--- src/rtl/ysyx_23060025_rd_burst_buf.sv ---
// Read-channel burst buffer: registers one AR request toward io_master,
// tracks a single outstanding burst, buffers returned R beats in a small
// FIFO, regenerates rlast from the requested length and flags a sticky
// error whenever the slave's rlast disagrees with the regenerated one.
module ysyx_23060025_rd_burst_buf #(
  parameter int unsigned ADDR_LEN = 32,
  parameter int unsigned DATA_LEN = 32,
  parameter int unsigned DEPTH    = 4
) (
  input  logic                clock,
  input  logic                rstn,
  input  logic [ADDR_LEN-1:0] s_ar_addr_i,
  input  logic [7:0]          s_ar_len_i,
  input  logic [2:0]          s_ar_size_i,
  input  logic                s_ar_valid_i,
  output logic                s_ar_ready_o,
  output logic [DATA_LEN-1:0] s_r_data_o,
  output logic [1:0]          s_r_resp_o,
  output logic                s_r_last_o,
  output logic                s_r_valid_o,
  input  logic                s_r_ready_i,
  output logic [ADDR_LEN-1:0] m_ar_addr_o,
  output logic [7:0]          m_ar_len_o,
  output logic [2:0]          m_ar_size_o,
  output logic                m_ar_valid_o,
  input  logic                m_ar_ready_i,
  input  logic [DATA_LEN-1:0] m_r_data_i,
  input  logic [1:0]          m_r_resp_i,
  input  logic                m_r_last_i,
  input  logic                m_r_valid_i,
  output logic                m_r_ready_o,
  output logic                err_o
);

  localparam int unsigned PW = $clog2(DEPTH);

  typedef enum logic [1:0] {
    IDLE,
    ADDR,
    DATA,
    DRAIN
  } state_t;

  state_t              state;
  logic [7:0]          beat_cnt;
  logic                ar_ready;
  logic                ar_valid;
  logic                err;

  logic [PW:0]         wr_ptr;
  logic [PW:0]         rd_ptr;
  logic [DATA_LEN-1:0] data_mem [DEPTH];
  logic [1:0]          resp_mem [DEPTH];
  logic                last_mem [DEPTH];

  logic                full;
  logic                empty;
  logic                push;
  logic                pop;
  logic                last_calc;

  // FIFO status, handshakes and regenerated last
  always_comb begin
    full      = (wr_ptr[PW] != rd_ptr[PW]) && (wr_ptr[PW-1:0] == rd_ptr[PW-1:0]);
    empty     = (wr_ptr == rd_ptr);
    last_calc = (beat_cnt == '0);
    push      = (state == DATA) && m_r_valid_i && !full;
    pop       = !empty && s_r_ready_i;
  end

  // Head entry drives the upstream R channel; zeros while empty so the
  // outputs read as their reset values between bursts
  always_comb begin
    s_r_valid_o = !empty;
    s_r_data_o  = '0;
    s_r_resp_o  = '0;
    s_r_last_o  = 1'b0;
    if (!empty) begin
      s_r_data_o = data_mem[rd_ptr[PW-1:0]];
      s_r_resp_o = resp_mem[rd_ptr[PW-1:0]];
      s_r_last_o = last_mem[rd_ptr[PW-1:0]];
    end
  end

  // Downstream ready depends only on FIFO room, never on upstream ready
  always_comb begin
    m_r_ready_o  = (state == DATA) && !full;
    s_ar_ready_o = ar_ready;
    m_ar_valid_o = ar_valid;
    err_o        = err;
  end

  // Burst FSM with registered AR handshake outputs, beat counter and sticky error
  always_ff @(posedge clock or negedge rstn) begin
    if (!rstn) begin
      state       <= IDLE;
      ar_ready    <= 1'b1;
      ar_valid    <= 1'b0;
      m_ar_addr_o <= '0;
      m_ar_len_o  <= '0;
      m_ar_size_o <= '0;
      beat_cnt    <= '0;
      err         <= 1'b0;
    end else begin
      if (push && (m_r_last_i != last_calc)) begin
        err <= 1'b1;
      end
      unique case (state)
        IDLE: begin
          if (s_ar_valid_i) begin
            m_ar_addr_o <= s_ar_addr_i;
            m_ar_len_o  <= s_ar_len_i;
            m_ar_size_o <= s_ar_size_i;
            beat_cnt    <= s_ar_len_i;
            ar_ready    <= 1'b0;
            ar_valid    <= 1'b1;
            state       <= ADDR;
          end
        end
        ADDR: begin
          if (m_ar_ready_i) begin
            ar_valid <= 1'b0;
            state    <= DATA;
          end
        end
        DATA: begin
          if (push) begin
            beat_cnt <= beat_cnt - 8'd1;
            if (last_calc) begin
              state <= DRAIN;
            end
          end
        end
        DRAIN: begin
          if (pop && s_r_last_o) begin
            ar_ready <= 1'b1;
            state    <= IDLE;
          end
        end
        default: state <= IDLE;
      endcase
    end
  end

  // FIFO pointers
  always_ff @(posedge clock or negedge rstn) begin
    if (!rstn) begin
      wr_ptr <= '0;
      rd_ptr <= '0;
    end else begin
      if (push) begin
        wr_ptr <= wr_ptr + (PW+1)'(1);
      end
      if (pop) begin
        rd_ptr <= rd_ptr + (PW+1)'(1);
      end
    end
  end

  // FIFO storage; contents are only visible through the empty-gated head
  always_ff @(posedge clock) begin
    if (push) begin
      data_mem[wr_ptr[PW-1:0]] <= m_r_data_i;
      resp_mem[wr_ptr[PW-1:0]] <= m_r_resp_i;
      last_mem[wr_ptr[PW-1:0]] <= last_calc;
    end
  end

endmodule

--- config.mk ---
export PLATFORM = sky130hd
export DESIGN_NAME = ysyx_23060025_rd_burst_buf
export DESIGN_NICKNAME = d
export VERILOG_FILES = /design/src/rtl/ysyx_23060025_rd_burst_buf.sv
export SDC_FILE = /design/constraint.sdc
export NUM_CORES = 1
export LEC_CHECK = 0
export CORE_UTILIZATION = 45
export DETAILED_ROUTE_END_ITERATION = 10
export PLACE_DENSITY_LB_ADDON = 0.2
export SLEW_MARGIN = 20
export SYNTH_ARGS = -nofsm -noshare
export SYNTH_HDL_FRONTEND = slang
export SYNTH_SLANG_ARGS = --single-unit
export TNS_END_PERCENT = 10
--- constraint.sdc ---
create_clock -name clock -period 3.2 [get_ports clock]
set_input_delay 0.48 -clock clock [delete_from_list [all_inputs] [get_ports clock]]
set_output_delay 0.48 -clock clock [all_outputs]
set_load 0.05 [all_outputs]
==> results.md <==
Global routing:
- The number of global-route vias before repair is 4735.
- The total congestion overflow after global routing is 0.
- The first global-routing pass estimated 24.67 mm of wire.
- The initial antenna violation count is 0.
- The overall track demand over capacity in global routing is 17.59%.
- Entering global routing, the biggest net connects 47 pins.

Worst setup path:
- The critical path contains buffers and inverters numbering 3 combined.
- The classification of the worst setup path is register to output pin.
- Among the stages of the critical path, the cell type that occurs most often is sky130_fd_sc_hd__inv_1.
- The worst path required time is 2.72 ns.
- The largest fanout on the critical path is 7.
- The type of destination of the critical path is an output pin.
- On the critical path the largest part of the delay comes from buffers and inverters.
- The critical path goes through inv_1 > ha_1 > inv_1 > a31oi_1 > clkdlybuf4s50_1.
- The kind of launch point of the worst setup path is a register.
- The maximum single-stage delay on the critical path is 0.85 ns.
- The arrival time at the worst endpoint is 2.35 ns.
- The library cell contributing the largest single delay on the critical path is sky130_fd_sc_hd__clkdlybuf4s50_1.

Detailed routing:
- In the routed design, unresolved DRC markers number 0.
- The average vias per placed instance is 5.230.
- The remaining number of nets flagged by the antenna check after routing is 0.
- The first detailed-routing pass ran for 4 iterations.
- The post-detailed-routing wire length is 16.13 mm.
- The routed wirelength normalized by instance count is 18.58 um.
- The violation count after the first detailed-route iteration is 269.
- The number of vias in the routed layout is 4540.

Clocking:
- No sink is reached through more buffers than the 3 on the longest clock path.
- The number of hold buffers added after CTS is 0.
- The CTS tree is yes.
- In this run the post-CTS setup repair buffer count came out at 0.
- CTS built an H-tree with a depth of 1.
- The CTS buffer count is 21.
- At the later pin of the worst-skew pair, clock insertion delay measures 0.49 ns.
- The root buffer cell is sky130_fd_sc_hd__clkbuf_16.
- Gates resized during post-CTS repair numbered 0.
- Clock-pin slew was measured on the worst setup and hold paths at 0.06 ns.
- Counting every sink on the clock net gives 202.

Final layout:
- The final-layout fill cell count is 1317.
- At the end of the flow the core is filled with cells to 60.72%.
- The layout cell share with drive strength beyond 1 is 26.28%.
- The area added between synthesis and finish is 30.28%.
- The number of antenna diodes in the final layout is 0.
- The commonest non-fill, non-tap cell in the layout is sky130_fd_sc_hd__edfxtp_1.
- The final net count is 725.
- The top cell types in the final layout, fill and taps aside, are sky130_fd_sc_hd__edfxtp_1 (140), sky130_fd_sc_hd__clkdlybuf4s50_1 (129), sky130_fd_sc_hd__dfrtp_1 (59), sky130_fd_sc_hd__buf_4 (47), sky130_fd_sc_hd__mux2_2 (45).

Timing:
- The setup TNS is 0 ns.
- The final max-slew violation count is 0.
- The max-slew headroom at the worst pin is 56.21%.
- The post-route clock period utilization is 88.39%.
- For the finished layout, the period the worst path requires is 2.828 ns.
- The clock skew after layout is 0.01642 ns.
- Setup repair after global routing left no endpoint under its margin.
- The number of endpoints failing setup at the final stage is 0.
- The hold violation count in the final report came to 19.
- The measured slew at the worst slew-check pin is 0.6508 ns.
- The minimum hold slack is -0.009850 ns.
- For this run, the top clock speed supported by timing is 353.5 MHz.

Floorplanning:
- The die is 136.8 um tall.
- The count of standard-cell rows is 48.
- The effective utilization at floorplan is 46.61%.
- The die area is 18710 um2.
- 167 I/O pins were placed.
- The die width is 136.8 um.
- The standard cell core area is 17540 um2.

Synthesis:
- The number of flops mapped to enable cells by yosys is 140.
- The Yosys step of the flow raised 0 warnings.
- After technology mapping, the gate count stands at 450.
- The number of nets in the synthesized netlist is 546.
- The mean post-synth cell area is 18.16 um2.
- The flip-flop cell with the highest count after synthesis is sky130_fd_sc_hd__edfxtp_1.
- The count of different cell masters after synthesis is 47.
- The total standard cell area after synthesis is 8174 um2.
- The register bit total from synthesis is 202.
- The sequential-to-total area share from yosys stat is 70.43%.
- Counting flops with an async set or reset pin after synthesis yields a share of 30.69%.

Min path:
- The worst min-delay path class is primary input to async pin.

Place:
- The last weighted congestion value of the routability-driven placer is 0.7666.
- Detailed placement ended at an HPWL of 10.59 mm.
- The number of port buffers is 166.

Flow run:
- The max-capacitance violation count is 0.

Status:
- The checks that failed: hold timing.
- The flow ran to the end, but the final reports show violations.
-- synthesized netlist by cell type, types with 2 or more instances --
library cell	instances	area, um2
sky130_fd_sc_hd__nor2_1	7	26.28
sky130_fd_sc_hd__ha_1	12	150.1
sky130_fd_sc_hd__nand3_1	7	35.03
sky130_fd_sc_hd__mux2_2	45	506.7
sky130_fd_sc_hd__nand2_1	12	45.04
sky130_fd_sc_hd__o22a_1	2	17.52
sky130_fd_sc_hd__xor2_1	3	26.28
sky130_fd_sc_hd__mux2i_1	4	40.04
sky130_fd_sc_hd__o22ai_1	7	43.79
sky130_fd_sc_hd__a2bb2oi_1	3	26.28
sky130_fd_sc_hd__and2_1	35	219.0
sky130_fd_sc_hd__and3_1	4	25.02
sky130_fd_sc_hd__nand4_1	2	12.51
sky130_fd_sc_hd__buf_2	7	35.03
sky130_fd_sc_hd__edfxtp_1	140	4204
sky130_fd_sc_hd__buf_6	2	22.52
sky130_fd_sc_hd__clkbuf_2	2	10.01
sky130_fd_sc_hd__xnor2_1	4	35.03
sky130_fd_sc_hd__dfrtp_1	61	1526
sky130_fd_sc_hd__inv_1	12	45.04
sky130_fd_sc_hd__clkbuf_1	11	41.29
sky130_fd_sc_hd__o21ai_0	2	10.01
sky130_fd_sc_hd__o311a_1	2	20.02
sky130_fd_sc_hd__mux4_2	34	765.7
sky130_fd_sc_hd__a21oi_1	8	40.04
-- area by class of cell --
type                       count  area (um2)  area share [%]
sequential                   202        5759           54.08
multi-input combinational    213        2263           21.25
timing repair buffer         179        1704           16.00
clock buffer                  29       555.5           5.217
tap                          225       281.5           2.644
inverter                      12       45.04          0.4230
clock inverter                 8       40.04          0.3760
-- registers in the layout, indices dropped and copies added, names as in the netlist --
name	flops
data_mem	128
m_ar_addr_o	32
beat_cnt	8
m_ar_len_o	8
resp_mem	8
last_mem	4
m_ar_size_o	3
rd_ptr	3
wr_ptr	3
state	2
err_o	1
m_ar_valid_o	1
s_ar_ready_o	1
-- layer usage --
layer	share of wire, %	vias up	global-route usage (%)	wire, um
met1	41	2313	21.57	6588
li1	-	2086	-	-
met4	2.4	0	5.678	386
met3	4.8	30	3.741	779
met2	52	111	31.02	8375
met5	0	-	0	0
-- metrics by stage --
| step | area (um2) | hold slack, ns | setup slack [ns] | cells |
|---|---|---|---|---|
| finish | 10650 | -0.009850 | 0.3715 | 868 |
| floorplan | 8174 | 0.1844 | 0.7523 | 450 |
| global placement | 10050 | 0.4769 | 0.8240 | 831 |
| global route | 10650 | 0.03107 | 0.2526 | 868 |
| CTS | 10650 | 0.1949 | 0.3666 | 868 |
| detailed placement | 10050 | 0.4805 | 0.7669 | 831 |
-- cells by family after synthesis --
logic type | after synthesis | synth area share, %
flops | 202 | 70.43
mux | 85 | 16.56
simple gates | 74 | 5.143
buf+inv | 35 | 1.975
compound gates | 34 | 3.108
fa+ha+maj | 12 | 1.837
xor+xnor | 8 | 0.9491
-- path summary, 6_finish.rpt --
check                                from              end  slack (ns)  cells after the start
worst max-delay path             state[0]      m_r_ready_o        0.37                      5
worst min-delay path                 rstn    m_ar_len_o[4]       -0.01                      1
worst max register to register   state[1]      beat_cnt[0]        0.91                      7
worst min register to register  rd_ptr[2]        rd_ptr[2]        0.49                      1
max in group asynchronous            rstn  m_ar_addr_o[12]        2.53                      2
min in group clock              rd_ptr[2]        rd_ptr[2]        0.49                      1
Power is left out: the tool's default activity adds up to more than one toggle a clock period on the data nets, which glitch-free logic cannot reach.
==> edit 1, RTL diff (same settings) <==
Change the parameter `DATA_LEN` from 32 to 16.
--- a/src/rtl/ysyx_23060025_rd_burst_buf.sv
+++ b/src/rtl/ysyx_23060025_rd_burst_buf.sv
@@ -5,5 +5,5 @@
 module ysyx_23060025_rd_burst_buf #(
   parameter int unsigned ADDR_LEN = 32,
-  parameter int unsigned DATA_LEN = 32,
+  parameter int unsigned DATA_LEN = 16,
   parameter int unsigned DEPTH    = 4
 ) (
Interface: changed (resized m_r_data_i and s_r_data_o); port bits go from 167 to 135. The function was not compared with the original's and may differ.
==> edit 1 against the unedited design <==
Cell area is 24% lower; sequential cell count shrank 64; wire length down 28%; register-to-register slack got worse by 0.08 ns; maximum frequency down 0.61%; worst setup slack lost 0.017 ns; area after synthesis shrank 30%; non-clock buffer count shrank 35; critical path type unchanged.
Power is not shown: default switching activity piles up to over one toggle a cycle in this logic, so the estimate is an artifact.
==> edit 1: results (changes against the unedited design) <==
* Synth Area in Compound Gates at 0.0444 (+0.0134)
* Post-synth EDFFs at 76 (-46%)
* Setup bufs post-CTS at 0 (unchanged)
* Vias in the first global route at 3702 (-22%)
* Critical Path Fanout Max at 15 (+8)
* Worst-Skew Late Latency at 0.42 ns (-0.07 ns)
* Max reg flops at 64 (-50%)
* Post_cts resized at 0 (unchanged)
* Mux contribution to synthesized area at 0.171 (+0.00493)
* Worst R2R End: state[1]
* Worst-case reg-to-reg path depth at 5 (-2)
* Crit-path leading delay family: flip-flops
* Drt first pass iters at 5 (+1)
* Num CTS Buffers at 17 (-19%)
* IO buf count at 134 (-19%)
* Core Box Area at 0.0122 mm² (-30%)
* Reg clk slew, reported paths at 0.06 ns (about the same)
* Drt initial violations at 170 (-37%)
* Final #Nets at 574 (-21%)
* Top post-synthesis cells by area: edfxtp_1 (40%), dfrtp_1 (27%), mux2_2 (8.8%), mux4_2 (7.4%), ha_1 (2.6%)
* WP data arrival at 2.37 ns (+0.02 ns)
* Hold Path Class: input pin to asynchronous set/reset pin
* Fill count at 933 (-29%)
* Commonest cells post-synth: edfxtp_1 (76), dfrtp_1 (61), mux2_2 (45)
* WL/cell at 17.2 µm (-7.5%)
* GP Congestion at 0.759 (-1.1%)
* Layout cells sized above 1 at 0.264 (+0.00147)
* Post-Synth Adder-Cell Area at 0.0261 (+0.00777)
* Register area share after synthesis at 0.668 (-0.0367)
* Overall Global Routing Usage at 0.193 (+0.0166)
* Fraction of registers with async set/reset at 0.449 (+0.142)
* Worst Clk Skew at 0.00487 ns (-0.0115 ns)
* Vias post-DR at 3474 (-23%)
* Netlist Area Pre-Place at 0.00574 mm² (-30%)
* XOR/XNOR Fraction of Synth Area at 0.0122 (+0.00271)
* DP HPWL at 7880 µm (-26%)
* First-pass GRT wire length at 18800 µm (-24%)
* Slew @ Worst Pin at 0.724 ns (+0.0733 ns)
* Clk buf depth at 2 (-1)
* Max_cap viols at 0 (unchanged)
* Critical path type: flop to output port
* Largest net degree at the start of global routing at 33 (-30%)
* R2r startpoint: rd_ptr[0]
* H-Tree Depth at 4 (+3)
* Unique masters post-synth at 44 (-6.4%)
* Initial antenna violation count at 1 (+1)
* Highest cell delay on the worst timing path at 0.59 ns (-0.26 ns)
* Reg-to-reg setup timing slack at 0.83 ns (-0.08 ns)
* Status: finished clean
* Crit-path slowest cell: dfrtp_1
* Post-Synthesis Net Count at 427 (-22%)
edit 1: per-layer routing:
| layer | GRT usage | wire [µm] | vias up |
|---|---|---|---|
| met4 | 0.0623 | 133 | 2 |
| met3 | 0.0722 | 779 | 15 |
| met5 | 0 | 11 | - |
| met1 | 0.246 | 4990 | 1747 |
| met2 | 0.306 | 5690 | 106 |
| li1 | - | - | 1604 |
edit 1: cells by family after synthesis:
family,Yosys count
AOI/OAI and AO/OA,35
xor gates and xnor gates,8
adders and majority gates,12
buffers and inverters,27
DFF,138
muxes,68
and+or+nand+nor,59
edit 1: stage by stage:
step           utilization  hold slack [ns]  worst slack [ns]  area (µm²)  instances
2_1_floorplan            -            0.184             0.714        5740        347
3_3_place_gp         0.615            0.462             0.779        7510        643
3_5_place_dp         0.615            0.467             0.730        7510        643
4_1_cts              0.660            0.130             0.310        8060        675
5_1_grt              0.660            0.172             0.199        8060        675
6_report             0.660            0.116             0.354        8060        675
edit 1: final cells by class:
| type | count | area share |
|---|---|---|
| Sequential cell | 138 | 0.476 |
| Multi-Input combinational cell | 182 | 0.222 |
| Timing Repair Buffer | 144 | 0.203 |
| Clock buffer | 17 | 0.0528 |
| Tap cell | 168 | 0.0261 |
| Clock inverter | 15 | 0.0158 |
| Inverter | 11 | 0.00512 |
edit 1: how the worst max path moves through the flow:
| stage | slack, ns | endpoint |
|---|---|---|
| after floorplan | 0.71 | s_r_data_o[10] |
| after global placement | 0.78 | m_ar_addr_o[1] |
| after detailed placement | 0.73 | state[1] |
| after CTS | 0.31 | s_r_last_o |
| after global routing | 0.20 | s_r_last_o |
| final | 0.35 | s_r_last_o |
==> edit 2, RTL diff (same flow settings) <==
Made on the original files. Put a register stage on the output `err_o`, without a reset. The value now appears one clock later. The other outputs are not delayed to match.
--- a/src/rtl/ysyx_23060025_rd_burst_buf.sv
+++ b/src/rtl/ysyx_23060025_rd_burst_buf.sv
@@ -41,4 +41,6 @@
     DRAIN
   } state_t;
+
+  logic err_d;
 
   state_t              state;
@@ -88,5 +90,5 @@
     s_ar_ready_o = ar_ready;
     m_ar_valid_o = ar_valid;
-    err_o        = err;
+    err_d        = err;
   end
 
@@ -167,4 +169,8 @@
   end
 
+  always_ff @(posedge clock) begin
+    err_o <= err_d;
+  end
+
 endmodule
 
Check against the original RTL: not equivalent (Yosys sat finds a counterexample within 4 cycles, from zero or initial values and one cycle with rstn low).
==> edit 2 against the unedited design <==
Die area is 0.24% higher; area after synthesis up 0.24%; count of clock-buffer cells in the layout grew 4; synthesized cell count is 0.22% higher; cell area up 0.87%; sequential cell count increased by 1; wire length is 0.22% higher; worst setup slack got worse by 0.0086 ns.
Power is left out: the tool's default activity adds up to more than one toggle a clock period on the data nets, which glitch-free logic cannot reach.
==> edit 2: results (changes against the unedited design) <==
* Status: finished clean
* Non-Filler Instances at 870 (+0.23%)
* Vias in the first global route at 4770 (+0.74%)
* GRT met1 Usage at 0.229 (+0.0132)
* Layout cells sized above 1 at 0.262 (-0.000815)
* DR WL met3 at 1010 µm (+29%)
* Dpl cells at 830 (-0.12%)
* Num CTS Buffers at 22 (+4.8%)
* Unique masters post-synth at 48 (+2.1%)
* Worst-case reg-to-reg path depth at 4 (-3)
* Met2 WL at 8110 µm (-3.2%)
* Reg-to-reg setup timing slack at 0.97 ns (+0.06 ns)
* R2r startpoint: wr_ptr[0]
* GP Congestion at 0.812 (+5.9%)
* Overall Global Routing Usage at 0.174 (-0.00197)
* Relative slew slack at 0.405 (-0.157)
* Vias/cell at 5.24 (about the same)
* Max reg flops at 128 (unchanged)
* Top post-synthesis cells by area: edfxtp_1 (51%), dfrtp_1 (19%), mux4_2 (9.3%), mux2_2 (6.2%), and2_1 (2.7%)
* Post-Synthesis Net Count at 547 (+0.18%)
* Met3 Track Usage GR at 0.0385 (+0.00111)
* Dpl ws at 0.723 ns (-0.0434 ns)
* Drt initial violations at 204 (-24%)
* Largest net degree at the start of global routing at 41 (-13%)
* Register area share after synthesis at 0.705 (+0.000723)
* First-pass GRT wire length at 24800 µm (+0.59%)
* Worst R2R End: data_mem[0][16]
* DP HPWL at 10500 µm (-1.2%)
* WL/cell at 18.6 µm (about the same)
* Fraction of registers with async set/reset at 0.305 (-0.00151)
## edit 2: changes by cell type after synthesis, sizes merged
cell   delta
dfxtp     +1
## edit 2: stage by stage
| step | area, µm² | hold slack (ns) |
|---|---|---|
| finish | 10700 | 0.109 |
| global route | 10700 | 0.181 |
| CTS | 10700 | 0.124 |
| detailed placement | 10100 | 0.358 |
| global placement | 10100 | 0.357 |
| floorplan | 8190 | 0.184 |
## edit 2: cell families (layout without fill, tap and decap cells)
family                     Yosys count  in the layout  synth area share
buffers and inverters               35            229            0.0197
and+or+nand+nor                     74             74            0.0513
AOI/OAI and AO/OA                   34             34            0.0310
DFF                                203            203             0.705
adders and majority gates           12             12            0.0183
muxes                               85             85             0.165
xor gates and xnor gates             8              8           0.00947
## edit 2: area by class of cell
class / count / area [µm²]
multi-input cells: 213 / 2260
clock inverters: 7 / 61.3
fillers: 1307 / 6800
well taps: 225 / 282
flip-flops and latches: 203 / 5780
repair buffers: 177 / 1700
clock buffers: 33 / 612
inverters: 12 / 45.0
